**src/rtl/cpu_pkg.sv**
```systemverilog
// Shared CPU definitions: default register-file geometry and the address/word types that go with it.
// No ports; imported by the register file, its scoreboard and the bus interface.
package cpu_pkg;

  localparam int unsigned DEF_DATA_W   = 16;
  localparam int unsigned DEF_NUM_REGS = 16;
  localparam int unsigned DEF_NUM_RD   = 2;
  localparam int unsigned REG_AW       = $clog2(DEF_NUM_REGS);

  typedef logic [REG_AW-1:0]     reg_addr_t;
  typedef logic [DEF_DATA_W-1:0] word_t;

endpackage

```
**src/rtl/regfile_sb_if.sv**
```systemverilog
// Register-file bus: read ports, writeback port, claim port and scoreboard view.
// master: decode/writeback side (drives requests); slave: the register file.
//   rd_en/rd_addr -> rd_data/rd_busy   registered multi-port read
//   wr_en/wr_addr/wr_data              writeback
//   claim_en/claim_addr -> claim_ok    combinational destination grant
//   busy_vec                           current scoreboard
interface regfile_sb_if
  import cpu_pkg::*;
#(
  parameter int unsigned DATA_W   = DEF_DATA_W,
  parameter int unsigned NUM_REGS = DEF_NUM_REGS,
  parameter int unsigned NUM_RD   = DEF_NUM_RD
);
  localparam int unsigned AW = $clog2(NUM_REGS);

  logic                     rd_en;
  logic [NUM_RD*AW-1:0]     rd_addr;
  logic [NUM_RD*DATA_W-1:0] rd_data;
  logic [NUM_RD-1:0]        rd_busy;
  logic                     wr_en;
  logic [AW-1:0]            wr_addr;
  logic [DATA_W-1:0]        wr_data;
  logic                     claim_en;
  logic [AW-1:0]            claim_addr;
  logic                     claim_ok;
  logic [NUM_REGS-1:0]      busy_vec;

  modport master (
    output rd_en, rd_addr, wr_en, wr_addr, wr_data, claim_en, claim_addr,
    input  rd_data, rd_busy, claim_ok, busy_vec
  );

  modport slave (
    input  rd_en, rd_addr, wr_en, wr_addr, wr_data, claim_en, claim_addr,
    output rd_data, rd_busy, claim_ok, busy_vec
  );

endinterface

```
**src/rtl/reg_scoreboard.sv**
```systemverilog
// Per-register busy scoreboard.
//   clk, reset_n            clock, async active-low reset
//   wr_en, wr_addr          writeback clears busy of the written register
//   claim_en, claim_addr    decode claim; claim_ok is the combinational grant
//   rd_addr                 packed read addresses
//   rd_busy_next            next-state busy of each read address (what the read registers capture)
//   busy_vec                current busy bits
module reg_scoreboard
  import cpu_pkg::*;
#(
  parameter int unsigned NUM_REGS = DEF_NUM_REGS,
  parameter int unsigned NUM_RD   = DEF_NUM_RD,
  parameter bit          ZERO_REG = 1'b0,
  localparam int unsigned AW      = $clog2(NUM_REGS)
) (
  input  logic                 clk,
  input  logic                 reset_n,
  input  logic                 wr_en,
  input  logic [AW-1:0]        wr_addr,
  input  logic                 claim_en,
  input  logic [AW-1:0]        claim_addr,
  output logic                 claim_ok,
  input  logic [NUM_RD*AW-1:0] rd_addr,
  output logic [NUM_RD-1:0]    rd_busy_next,
  output logic [NUM_REGS-1:0]  busy_vec
);

  logic [NUM_REGS-1:0] busy_q, busy_d;
  logic                claim_zero;

  assign claim_zero = ZERO_REG && (claim_addr == '0);
  // Grant looks at pre-edge state only, so a same-cycle write never unblocks a claim.
  assign claim_ok   = claim_en & (~busy_q[claim_addr] | claim_zero);

  always_comb begin
    busy_d = busy_q;
    if (wr_en) busy_d[wr_addr] = 1'b0;
    // Claim applied after the write clear: on a same-address collision the claim wins.
    if (claim_ok) busy_d[claim_addr] = 1'b1;
    if (ZERO_REG) busy_d[0] = 1'b0;
  end

  always_ff @(posedge clk or negedge reset_n) begin
    if (!reset_n) busy_q <= '0;
    else          busy_q <= busy_d;
  end

  for (genvar i = 0; i < NUM_RD; i++) begin : g_rd_busy
    assign rd_busy_next[i] = busy_d[rd_addr[i*AW +: AW]];
  end

  assign busy_vec = busy_q;

endmodule

```
**src/rtl/regfile_sb.sv**
```systemverilog
// General-purpose register file with registered multi-port reads, write-to-read bypass,
// optional hardwired zero register and a busy scoreboard for RAW stalls.
//   clk, reset_n   clock, async active-low reset
//   bus (slave)    read ports, writeback port, claim port, busy_vec (see regfile_sb_if)
module regfile_sb
  import cpu_pkg::*;
#(
  parameter int unsigned DATA_W   = DEF_DATA_W,
  parameter int unsigned NUM_REGS = DEF_NUM_REGS,
  parameter int unsigned NUM_RD   = DEF_NUM_RD,
  parameter bit          ZERO_REG = 1'b0
) (
  input  logic         clk,
  input  logic         reset_n,
  regfile_sb_if.slave  bus
);

  localparam int unsigned AW = $clog2(NUM_REGS);

  logic [DATA_W-1:0] regs_q [NUM_REGS];
  logic [NUM_RD-1:0] rd_busy_next;
  logic              wr_keep;

  // Writes to a hardwired zero register are dropped entirely, including from the bypass.
  assign wr_keep = bus.wr_en & ~(ZERO_REG && (bus.wr_addr == '0));

  always_ff @(posedge clk or negedge reset_n) begin
    if (!reset_n) begin
      for (int r = 0; r < NUM_REGS; r++) regs_q[r] <= '0;
    end else if (wr_keep) begin
      regs_q[bus.wr_addr] <= bus.wr_data;
    end
  end

  reg_scoreboard #(
    .NUM_REGS (NUM_REGS),
    .NUM_RD   (NUM_RD),
    .ZERO_REG (ZERO_REG)
  ) u_scoreboard (
    .clk          (clk),
    .reset_n      (reset_n),
    .wr_en        (bus.wr_en),
    .wr_addr      (bus.wr_addr),
    .claim_en     (bus.claim_en),
    .claim_addr   (bus.claim_addr),
    .claim_ok     (bus.claim_ok),
    .rd_addr      (bus.rd_addr),
    .rd_busy_next (rd_busy_next),
    .busy_vec     (bus.busy_vec)
  );

  for (genvar i = 0; i < NUM_RD; i++) begin : g_rd
    logic [AW-1:0]     addr;
    logic [DATA_W-1:0] data_d, data_q;
    logic              busy_q;

    assign addr = bus.rd_addr[i*AW +: AW];

    always_comb begin
      data_d = regs_q[addr];
      if (wr_keep && (bus.wr_addr == addr)) data_d = bus.wr_data;
      if (ZERO_REG && (addr == '0))         data_d = '0;
    end

    always_ff @(posedge clk or negedge reset_n) begin
      if (!reset_n) begin
        data_q <= '0;
        busy_q <= 1'b0;
      end else if (bus.rd_en) begin
        data_q <= data_d;
        busy_q <= rd_busy_next[i];
      end
    end

    assign bus.rd_data[i*DATA_W +: DATA_W] = data_q;
    assign bus.rd_busy[i]                  = busy_q;
  end

endmodule

```
**src/flat_wrapper.sv**
```systemverilog
// flat-port wrapper written by rule: the top's interface ports become plain ports
module regfile_sb_flat import cpu_pkg::*;
#(
  parameter int unsigned DATA_W   = DEF_DATA_W,
  parameter int unsigned NUM_REGS = DEF_NUM_REGS,
  parameter int unsigned NUM_RD   = DEF_NUM_RD,
  parameter bit          ZERO_REG = 1'b0
)
  (clk, reset_n, bus_rd_en, bus_rd_addr, bus_wr_en, bus_wr_addr, bus_wr_data, bus_claim_en, bus_claim_addr, bus_rd_data, bus_rd_busy, bus_claim_ok, bus_busy_vec);
  regfile_sb_if #(.DATA_W(DATA_W), .NUM_REGS(NUM_REGS), .NUM_RD(NUM_RD)) bus_i ();
  input  logic clk;
  input  logic reset_n;
  input wire logic [$bits(bus_i.rd_en)-1:0] bus_rd_en;
  input wire logic [$bits(bus_i.rd_addr)-1:0] bus_rd_addr;
  input wire logic [$bits(bus_i.wr_en)-1:0] bus_wr_en;
  input wire logic [$bits(bus_i.wr_addr)-1:0] bus_wr_addr;
  input wire logic [$bits(bus_i.wr_data)-1:0] bus_wr_data;
  input wire logic [$bits(bus_i.claim_en)-1:0] bus_claim_en;
  input wire logic [$bits(bus_i.claim_addr)-1:0] bus_claim_addr;
  output wire logic [$bits(bus_i.rd_data)-1:0] bus_rd_data;
  output wire logic [$bits(bus_i.rd_busy)-1:0] bus_rd_busy;
  output wire logic [$bits(bus_i.claim_ok)-1:0] bus_claim_ok;
  output wire logic [$bits(bus_i.busy_vec)-1:0] bus_busy_vec;
  assign bus_i.rd_en = bus_rd_en;
  assign bus_i.rd_addr = bus_rd_addr;
  assign bus_i.wr_en = bus_wr_en;
  assign bus_i.wr_addr = bus_wr_addr;
  assign bus_i.wr_data = bus_wr_data;
  assign bus_i.claim_en = bus_claim_en;
  assign bus_i.claim_addr = bus_claim_addr;
  assign bus_rd_data = bus_i.rd_data;
  assign bus_rd_busy = bus_i.rd_busy;
  assign bus_claim_ok = bus_i.claim_ok;
  assign bus_busy_vec = bus_i.busy_vec;
  regfile_sb #(.DATA_W(DATA_W), .NUM_REGS(NUM_REGS), .NUM_RD(NUM_RD), .ZERO_REG(ZERO_REG)) u_core (.clk(clk), .reset_n(reset_n), .bus(bus_i));
endmodule
```
**config.mk**
```make
export PLATFORM = sky130hd
export DESIGN_NAME = regfile_sb_flat
export DESIGN_NICKNAME = d
export VERILOG_FILES = /design/src/rtl/cpu_pkg.sv /design/src/rtl/regfile_sb_if.sv /design/src/rtl/reg_scoreboard.sv /design/src/rtl/regfile_sb.sv /design/src/flat_wrapper.sv
export SDC_FILE = /design/constraint.sdc
export NUM_CORES = 1
export LEC_CHECK = 0
export BUFFER_PORTS_ARGS = -buffer_cell sky130_fd_sc_hd__clkbuf_2
export CAP_MARGIN = 20
export CORE_AREA = 2 2 183 185
export CTS_BUF_LIST = sky130_fd_sc_hd__clkbuf_8
export CTS_CLUSTER_DIAMETER = 40
export CTS_CLUSTER_SIZE = 16
export DETAILED_ROUTE_END_ITERATION = 10
export DIE_AREA = 0 0 185 187
export PLACE_DENSITY = 0.75
export SYNTH_ARGS = -nofsm -noshare
export SYNTH_HDL_FRONTEND = slang
export SYNTH_SLANG_ARGS = --single-unit
export TNS_END_PERCENT = 1
```
**constraint.sdc**
```tcl
create_clock -name clk -period 5.52 [get_ports clk]
set_input_delay 0.828 -clock clk [delete_from_list [all_inputs] [get_ports clk]]
set_output_delay 0.828 -clock clk [all_outputs]
set_load 0.05 [all_outputs]
```
==> results of run 1 <==
==> worst paths after layout <==
check	slack, ns	end
setup reg to reg	3.60	u_core.g_rd[1].busy_q
setup / recovery	2.20	bus_claim_ok
max in group asynchronous	3.99	u_core.regs_q[188]
hold reg to reg	0.53	u_core.regs_q[152]
hold / removal	0.25	u_core.regs_q[144]
min in group clk	0.53	u_core.regs_q[152]
==> state kept, by name, summed over array words and instances, names as in the netlist <==
register,count
u_core.regs_q,256
u_core.g_rd.busy_q,2
u_core.u_scoreboard.busy_vec,16
u_core.g_rd.data_q,32
==> stage by stage <==
stage / power (mW) / cell area [sq um] / hold WS (ns)
3_3_place_gp: 5.00 / 17000 / 0.500
5_1_grt: 7.22 / 17800 / 0.285
6_report: 6.91 / 17800 / 0.254
2_1_floorplan: 4.58 / 16200 / 0.491
3_5_place_dp: 5.09 / 17000 / 0.510
4_1_cts: 6.93 / 17800 / 0.260
==> worst register-to-register path, stage by stage (launching register included) <==
cell	delay, ns
dfrtp_1	0.44
nor4_1	0.47
a211o_1	0.19
a21oi_1	0.08
a2111oi_0	0.50
or4_1	0.19
==> per-layer routing <==
metal  up-vias  GRT usage [%]
li1       4307              -
met1      5542           34.2
met2       356           40.0
met3        81           5.61
met4         4           7.63
met5         -              0
==> final cells by class <==
class,count,area [sq um]
Fill cell,2676,15000
Multi-Input combinational cell,687,8080
Sequential cell,306,7660
Timing Repair Buffer,112,663
Clock buffer,43,592
Tap cell,448,561
Clock inverter,21,274
Inverter,1,3.75
Antenna cell,1,2.50
==> cell families after synthesis <==
| kind of cell | Yosys count | share of synthesized area [%] |
|---|---|---|
| compound gates | 75 | 3.05 |
| xor+xnor | 8 | 0.433 |
| buf+inv | 104 | 2.86 |
| flops | 306 | 47.3 |
| mux | 424 | 41.0 |
| simple gates | 180 | 5.36 |
==> cell usage in the layout (no fill, tap or decap), types with 6 or more instances in the layout <==
cell type  netlist  final
clkbuf_8         0     43
nor2_1          46     36
mux4_2         165    165
nand2b_1        13     13
nor2_2           0     10
a31oi_1         32     32
o21ai_0         13     13
mux2_2         256    256
xor2_1           6      6
o31ai_1          8      8
nor3_1           6      6
buf_4            3     27
clkbuf_2         0     82
nand3_1          6      6
dfrtp_1        306    306
nand2_1         73     73
==> cells in the mapped netlist (all sizes together) (7+ instances only) <==
master and count:
dfrtp 306, mux2 256, mux4 165, nand2 73
buf 52, clkbuf 51, nor2 46, a31oi 32
nand2b 14, o21ai 14, o31ai 8, nand3 7
==> report_power, final <==
part           leakage, nW  switching, mW  internal (mW)
logic                 3.21          0.885          0.993
registers             3.73          0.411           2.77
clock network        0.442          0.880          0.976
==> reports/metrics.cfg, run 1 <==
[outcome]
status=completed

[place]
port_buffers=87
place_ws_ns=1.91
gp_congestion=0.904
dpl.cell_count=1554
dp_hpwl_microns=24800

[synth]
synth_edf_count=0
synth_seq_area_share_pct=47.3
synth_cells=1097
ys_top_cells_by_area=dfrtp_1 (47%), mux4_2 (23%), mux2_2 (18%)
syn_nets=1134
ys.flop_type=dfrtp_1
yosysWarnings=0
synth-seq-cells=306
ys_types=46
syn_area_per_cell_sq_um=14.7
synth.top_cell.area_share_pct=47.3
synthArstFlopShare_pct=100
synth_area_leader_cell=dfrtp_1
syn-cell-area_sq_um=16200

[floorplanning]
core_area_sq_um=32900
die_area_sq_um=34600
die_h_microns=187
start_util_pct=49.2
ios=88
fp.dieW_microns=185
rows=67

[worst_setup_path]
critPathBufInv=2
critPathKind=primary input to output pin
end_kind=output pin
ff2ff_path_depth=5
slowest_delay_ns=0.54
crit_slowest_cell=mux4_2
r2r_start=u_core.u_scoreboard.busy_vec[0]
cp-start-kind=primary input
path_delay_family=multiplexers
required_ns=4.69
cp_max_fo=11
cp.depth=5
crit_chain=clkbuf_2 > mux4_2 > mux4_2 > nor2b_1 > clkbuf_2
cp-startpoint=bus_claim_addr[0]
cp.arrival_ns=2.49

[cts]
holdBufCountCts=0
cts_setup_buffers=0
htreeDepth=2
clock_path_buffers=3
cts_made_buffers=36
clock_sinks=306
clock-root-buffer=clkbuf_8
cts_tree=yes
ctsResizeCount=0
path_clk_slew_ns=0.09
clk_latency_ns=0.55

[routing]
via_per_inst=6.36
route.met3.wl_microns=2920
num_vias=10290
drcViolationCount=0
antenna_left=0
routed.top_layer=met5
drt-wirelength-per-cell_microns=25.8
wl_met2_microns=20500
routed_wirelength_microns=41700
first_pass_iters=5
wl_met1_microns=17200
drt_iter0_drc=853

[pwr]
p_leak_nw=7.38
vdd_drop_max_mv=0.184
power.density_nw_per_um2=387

[global_route]
grt_pass1_wl_microns=64700
antenna_found_initial=3
track_usage_pct=24.9
grt_max_degree=113
grt_pass1_vias=10495
grt_remaining_overflow=0

[timing]
finClkSkew_ns=0.0242
fin_crit_ns=3.32
rsz0062_at_grt=no
worst_pin_slew_ns=1.15
setup_viol=0
setup_slack_ns=2.20
fmax_ghz=0.302
finalMaxSlewViolations=0
fin_tns_setup_ns=0
maxSlewHeadroom_pct=23.2
fin_crit_sh_pct=60.1
hold_viol_final=0

[final_layout]
drive_above_1_share_pct=52.8
fin_util_pct=54.3
area_growth_pct=10.2
instances_no_fill=1619
finalNetCount=1181

[hold_path]
worstHoldPathType=primary input to async pin

[flow_run]
cap_violations=0

(Power assumes the default switching activity.)
==> run 2: changes to the inputs <==
- ABC_AREA: not set -> 1
- CORE_AREA: 2 2 183 185 -> 2 2 186 188
- DIE_AREA: 0 0 185 187 -> 0 0 188 190
- clock period: 5.52 -> 3.4 ns (I/O delays scaled with it)
==> run 2 against run 1 <==
Against the previous run: sequential share of layout area is 1.4 points lower; synthesized cell count is 110% higher; critical path type is now flip-flop to output pin; first-iteration DRC count rose to 2.6 times the previous value.
==> reports/metrics.cfg, run 2 <==
[outcome]
status=completed  ; unchanged

[place]
port_buffers=87  ; unchanged
place_ws_ns=0.883  ; was 1.91 ns
gp_congestion=0.908  ; was 0.904
dp_hpwl_microns=34200  ; was 24,800 microns
place_area_sq_um=17400  ; was 17,000 sq um
dpl.cell_count=2665  ; was 1,554

[synth]
synth_common_cells=o21ai_0 (579), nand2_1 (463), dfrtp_1 (306)  ; was dfrtp_1 (306), mux2_2 (256), mux4_2 (165)
synthArstFlopShare_pct=100  ; unchanged
syn_nets=2302  ; was 1,134
yosysWarnings=0  ; unchanged
syn_area_per_cell_sq_um=7.39  ; was 14.7 sq um
ys_types=31  ; was 46
synth_edf_count=0  ; unchanged
ys_top_cells_by_area=dfrtp_1 (46%), o21ai_0 (17%), nand2_1 (10%)  ; was dfrtp_1 (47%), mux4_2 (23%), mux2_2 (18%)
synth_seq_area_share_pct=45.8  ; was 47.3%
synth_area_leader_cell=dfrtp_1  ; unchanged
syn-cell-area_sq_um=16700  ; was 16,200 sq um
synth-seq-cells=306  ; unchanged
yosysMostFrequentCell=o21ai_0  ; was dfrtp_1
synth_cells=2265  ; was 1,097
ys.flop_type=dfrtp_1  ; unchanged
synth.top_cell.area_share_pct=45.8  ; was 47.3%

[final_layout]
largest-register=u_core.regs_q  ; unchanged
multi_input_area_sq_um=7660  ; was 8080 sq um
largest_reg_flops=256  ; unchanged
seq_area_sq_um=7660  ; unchanged
fin_util_pct=54.3  ; about the same
instances_no_fill=2745  ; was 1,619
finalNetCount=2292  ; was 1,181
final_area_sq_um=18400  ; was 17,800 sq um
final_common_cell=o21ai_0  ; was dfrtp_1
drive_above_1_share_pct=10.3  ; was 52.8%
area_growth_pct=10.1  ; was 10.2%
fillers=3145  ; was 2,676
final_cell_mix=o21ai_0 (579), nand2_1 (463), dfrtp_1 (306)  ; was dfrtp_1 (306), mux2_2 (256), mux4_2 (165)

[routing]
routed_wirelength_microns=56600  ; was 41,700 microns
drt_iter0_drc=2248  ; was 853
via_per_inst=6.15  ; was 6.36
antenna_left=0  ; unchanged
first_pass_iters=6  ; was 5
drcViolationCount=0  ; unchanged
num_vias=16883  ; was 10,290
drt-wirelength-per-cell_microns=20.6  ; was 25.8 microns

[worst_setup_path]
cp.arrival_ns=2.08  ; was 2.49 ns
endpoint=bus_claim_ok  ; unchanged
ff2ff_path_depth=15  ; was 5
cp-startpoint=u_core.u_scoreboard.busy_vec[6]  ; was bus_claim_addr[0]
critPathKind=flip-flop to output pin  ; was primary input to output pin
rr_endpoint=u_core.g_rd[0].busy_q  ; was u_core.g_rd[1].busy_q
r2r_start=u_core.u_scoreboard.busy_vec[6]  ; was u_core.u_scoreboard.busy_vec[0]
required_ns=2.89  ; was 4.69 ns
cp_max_fo=17  ; was 11
end_kind=output pin  ; unchanged
cp-start-kind=flip-flop  ; was primary input
r2r_slack_ns=1.42  ; was 3.60 ns

[floorplanning]
fp.dieW_microns=188  ; was 185 microns
rows=68  ; was 67
die_h_microns=190  ; was 187 microns
start_util_pct=49.3  ; was 49.2%
core_area_sq_um=33900  ; was 32,900 sq um
die_area_sq_um=35700  ; was 34,600 sq um
ios=88  ; unchanged

[pwr]
fin_total_pwr_mw=10.9  ; was 6.91 mW
power.density_nw_per_um2=589  ; was 387 nW/um^2
vdd_drop_max_mv=0.331  ; was 0.184 mV
p_leak_nw=8.48  ; was 7.38 nW

[timing]
worst_pin_slew_ns=1.14  ; was 1.15 ns
fin_crit_sh_pct=76.3
fmax_ghz=0.386
holdWs_ns=0.152  ; was 0.254 ns
fin_tns_setup_ns=0  ; unchanged
setup_viol=0  ; unchanged
finalMaxSlewViolations=0  ; unchanged
fin_crit_ns=2.59
maxSlewHeadroom_pct=24.2  ; was 23.2%
rsz0062_at_grt=no  ; unchanged
hold_viol_final=0  ; unchanged
setup_slack_ns=0.806  ; was 2.20 ns
finClkSkew_ns=0.0230  ; was 0.0242 ns

[global_route]
grt_pass1_vias=15722  ; was 10,495
track_usage_pct=31.5  ; was 24.9%
grt_remaining_overflow=0  ; unchanged
grt_pass1_wl_microns=88200  ; was 64,700 microns
grt_max_degree=114  ; was 113
antenna_found_initial=3  ; unchanged

[cts]
htreeDepth=2  ; unchanged
cts_tree=yes  ; unchanged
cts_made_buffers=42  ; was 36
holdBufCountCts=1  ; was 0
clk_latency_ns=0.58  ; was 0.55 ns
clock_sinks=306  ; unchanged
clock_path_buffers=3  ; unchanged
cts_setup_buffers=0  ; unchanged
ctsResizeCount=0  ; unchanged
path_clk_slew_ns=0.09  ; about the same
clock-root-buffer=clkbuf_8  ; unchanged

[flow_run]
cap_violations=0  ; unchanged

[hold_path]
worstHoldPathType=primary input to flip-flop  ; was primary input to async pin

[run 2: changes by cell type after synthesis, moves of 143 or more]
cell     delta
a21oi_1   +192
inv_1     +143
mux2_2    -256
mux4_2    -165
nand2_1   +390
o21ai_0   +566
[run 2: worst min path at each step]
stage / start / to / slack, ns / cells past startpoint
after global routing: bus_wr_data[3] / u_core.regs_q[35] / 0.14 / 3
after floorplan: reset_n / u_core.g_rd[0].busy_q / 0.21 / 0
final: bus_wr_data[3] / u_core.regs_q[35] / 0.15 / 3
after CTS: bus_wr_data[3] / u_core.regs_q[35] / 0.13 / 3
after detailed placement: u_core.g_rd[0].data_q[15] / u_core.g_rd[0].data_q[15] / 0.47 / 2
after global placement: u_core.g_rd[0].data_q[15] / u_core.g_rd[0].data_q[15] / 0.47 / 2
[run 2: logic make-up (layout without fill, tap and decap cells)]
group | Yosys count | after routing | share of synthesized area (%)
buffers and inverters | 343 | 366 | 8.50
xor gates and xnor gates | 2 | 2 | 0.105
and+or+nand+nor | 716 | 716 | 17.2
AOI/OAI and AO/OA | 898 | 898 | 28.4
DFF | 306 | 306 | 45.8
other | 0 | 2 | 0
[run 2: final cells by class]
| class | count | area share [%] |
|---|---|---|
| multi-input cells | 1616 | 41.6 |
| inverters | 150 | 3.06 |
| diodes | 2 | 0.0272 |
| clock inverters | 32 | 2.06 |
| well taps | 455 | 3.09 |
| repair buffers | 139 | 5.22 |
| clock buffers | 45 | 3.36 |
| flip-flops and latches | 306 | 41.6 |
[run 2: power by group]
part / internal, mW / switching (mW) / total [mW]
registers: 4.37 / 0.555 / 4.93
logic: 0.798 / 1.78 / 2.58
clock network: 1.65 / 1.70 / 3.35
total: 6.82 / 4.04 / 10.9
[run 2: worst max-delay path: stages (launching register included)]
cell,delay [ns]
dfrtp_1,0.42
nand2_1,0.08
nand2_1,0.05
nand2_1,0.05
nand2_1,0.07
nand2_1,0.07
nand2_1,0.06
inv_2,0.26
nand2_1,0.11
inv_1,0.07
clkbuf_2,0.26
[run 2: layer usage]
layer	GRT usage [%]	wire length, microns
met2	49.0	24900
met5	0	27
met1	42.0	23000
met4	17.4	3070
met3	5.46	5600
==> run 3: changes to the inputs <==
- ABC_AREA: 1 -> 0
- CORE_AREA: 2 2 186 188 -> 2 2 183 185
- DIE_AREA: 0 0 188 190 -> 0 0 185 187
- clock period: 3.4 -> 2.5 ns (I/O delays scaled with it)
==> run 3 against run 2 <==
Against the previous run: combinational power grew 70%; critical path type unchanged; final cell count decreased by 39%; first-iteration DRC count fell by 65%; the flow now finishes with violations (negative setup slack); routed wire length fell by 25%; register-to-register slack got worse by 0.92 ns.
==> reports/metrics.cfg, run 3 (same netlist as run 1, synthesis figures left out) <==
[timing]
fin_crit_ns=2.60
finalMaxSlewViolations=0  ; unchanged
rsz0062_at_grt=yes  ; was no
setup_slack_ns=-0.0961  ; was 0.806 ns
finClkSkew_ns=0.0163  ; was 0.0230 ns
fin_crit_sh_pct=104
setup_viol=1  ; was 0
holdWs_ns=0.260  ; was 0.152 ns
fmax_ghz=0.385
fin_tns_setup_ns=-0.0961  ; was 0 ns
maxSlewHeadroom_pct=37.8  ; was 24.2%
hold_viol_final=0  ; unchanged
worst_pin_slew_ns=0.921  ; was 1.14 ns

[final_layout]
drive_above_1_share_pct=54.8  ; was 10.3%
largest-register=u_core.regs_q  ; unchanged
area_growth_pct=14.4  ; was 10.1%
diodes=0  ; was 2
seq_area_sq_um=7660  ; unchanged
fin_util_pct=56.3  ; was 54.3%
multi_input_area_sq_um=8090  ; was 7660 sq um
fillers=2582  ; was 3,145
final_common_cell=dfrtp_1  ; was o21ai_0
finalNetCount=1235  ; was 2,292
final_cell_mix=dfrtp_1 (306), mux2_2 (256), mux4_2 (165)  ; was o21ai_0 (579), nand2_1 (463), dfrtp_1 (306)
largest_reg_flops=256  ; unchanged

[worst_setup_path]
cp-start-kind=flip-flop  ; unchanged
r2r_slack_ns=0.50  ; was 1.42 ns
required_ns=2.12  ; was 2.89 ns
ff2ff_path_depth=5  ; was 15
cp_max_fo=4  ; was 17
end_kind=output pin  ; unchanged
cp.arrival_ns=2.22  ; was 2.08 ns
rr_endpoint=u_core.g_rd[1].busy_q  ; was u_core.g_rd[0].busy_q
critPathKind=flip-flop to output pin  ; unchanged
r2r_start=u_core.u_scoreboard.busy_vec[12]  ; was u_core.u_scoreboard.busy_vec[6]

[place]
place_ws_ns=0.104  ; was 0.883 ns
dp_hpwl_microns=27000  ; was 34,200 microns
port_buffers=87  ; unchanged
gp_congestion=0.918  ; was 0.908

[floorplanning]
ios=88  ; unchanged
fp.dieW_microns=185  ; was 188 microns
die_area_sq_um=34600  ; was 35,700 sq um
start_util_pct=49.2  ; was 49.3%
core_area_sq_um=32900  ; was 33,900 sq um
die_h_microns=187  ; was 190 microns
rows=67  ; was 68

[routing]
num_vias=10548  ; was 16,883
drt-wirelength-per-cell_microns=25.4  ; was 20.6 microns
drcViolationCount=0  ; unchanged
via_per_inst=6.30  ; was 6.15
routed_wirelength_microns=42600  ; was 56,600 microns
antenna_left=0  ; unchanged
first_pass_iters=5  ; was 6
drt_iter0_drc=784  ; was 2,248

[cts]
clk_latency_ns=0.55  ; was 0.58 ns
path_clk_slew_ns=0.09  ; about the same
clock_sinks=306  ; unchanged
cts_tree=yes  ; unchanged
clock_path_buffers=3  ; unchanged
clock-root-buffer=clkbuf_8  ; unchanged
cts_made_buffers=39  ; was 42
htreeDepth=2  ; unchanged

[outcome]
status=finished with violations  ; was completed
violations=negative setup slack

[global_route]
grt_remaining_overflow=0  ; unchanged
grt_pass1_vias=10976  ; was 15,722
track_usage_pct=25.6  ; was 31.5%
antenna_found_initial=2  ; was 3
grt_pass1_wl_microns=66600  ; was 88,200 microns
grt_max_degree=67  ; was 114

[pwr]
fin_total_pwr_mw=15.7  ; was 10.9 mW
vdd_drop_max_mv=0.464  ; was 0.331 mV
p_leak_nw=7.75  ; was 8.48 nW
power.density_nw_per_um2=848  ; was 589 nW/um^2

[hold_path]
min_from=bus_wr_data[11]  ; was bus_wr_data[3]
hold_depth=3  ; unchanged
hold_path_end=u_core.g_rd[0].data_q[11]  ; was u_core.regs_q[35]
worstHoldPathType=primary input to flip-flop  ; unchanged

[flow_run]
cap_violations=0  ; unchanged

==> run 3: repair_timing <==
action,in CTS,in global routing
endpoints found under the setup margin,1,1
cloned,0,0
buffers inserted,12,0
hold buffers,1,0
gates resized for setup,2,1
hold endpoints to repair,59,0
pin swaps,0,0
==> run 3: where the power goes <==
group	switching, mW	internal (mW)
registers	0.864	6.11
logic	2.05	2.33
clock network	2.06	2.28
total	4.97	10.7
==> run 3: final cells by class <==
type	instances	share of cell area (%)
tap	448	3.03
clock buffer	42	3.12
multi-input combinational	687	43.7
clock inverter	27	1.87
timing repair buffer	163	6.90
sequential	306	41.4
inverter	1	0.0203
==> run 3: worst max-delay path by stage <==
stage	from	end
floorplan	bus_claim_addr[0]	bus_claim_ok
global placement	bus_claim_addr[0]	bus_claim_ok
detailed placement	bus_claim_addr[0]	bus_claim_ok
CTS	u_core.u_scoreboard.busy_vec[10]	bus_claim_ok
global route	u_core.u_scoreboard.busy_vec[10]	bus_claim_ok
finish	u_core.u_scoreboard.busy_vec[10]	bus_claim_ok
==> run 3: stage by stage <==
stage               std cells  area, sq um
floorplan                1097        16200
global placement         1592        17500
detailed placement       1592        17500
CTS                      1674        18500
global route             1674        18500
finish                   1674        18500
==> run 3: metal layers <==
layer  part of all wire (%)  up-vias  GRT usage (%)
met4                    3.1        4           8.36
li1                       -     4434              -
met3                    7.0       98           4.46
met1                     40     5550           35.0
met2                     50      462           42.1
met5                  0.054        -              0
==> run 3: critical path: stages, from the launching register on <==
cell     delay, ns
dfrtp_1       0.42
mux4_2        0.47
mux4_2        0.47
nor2b_2       0.15
buf_8         0.16
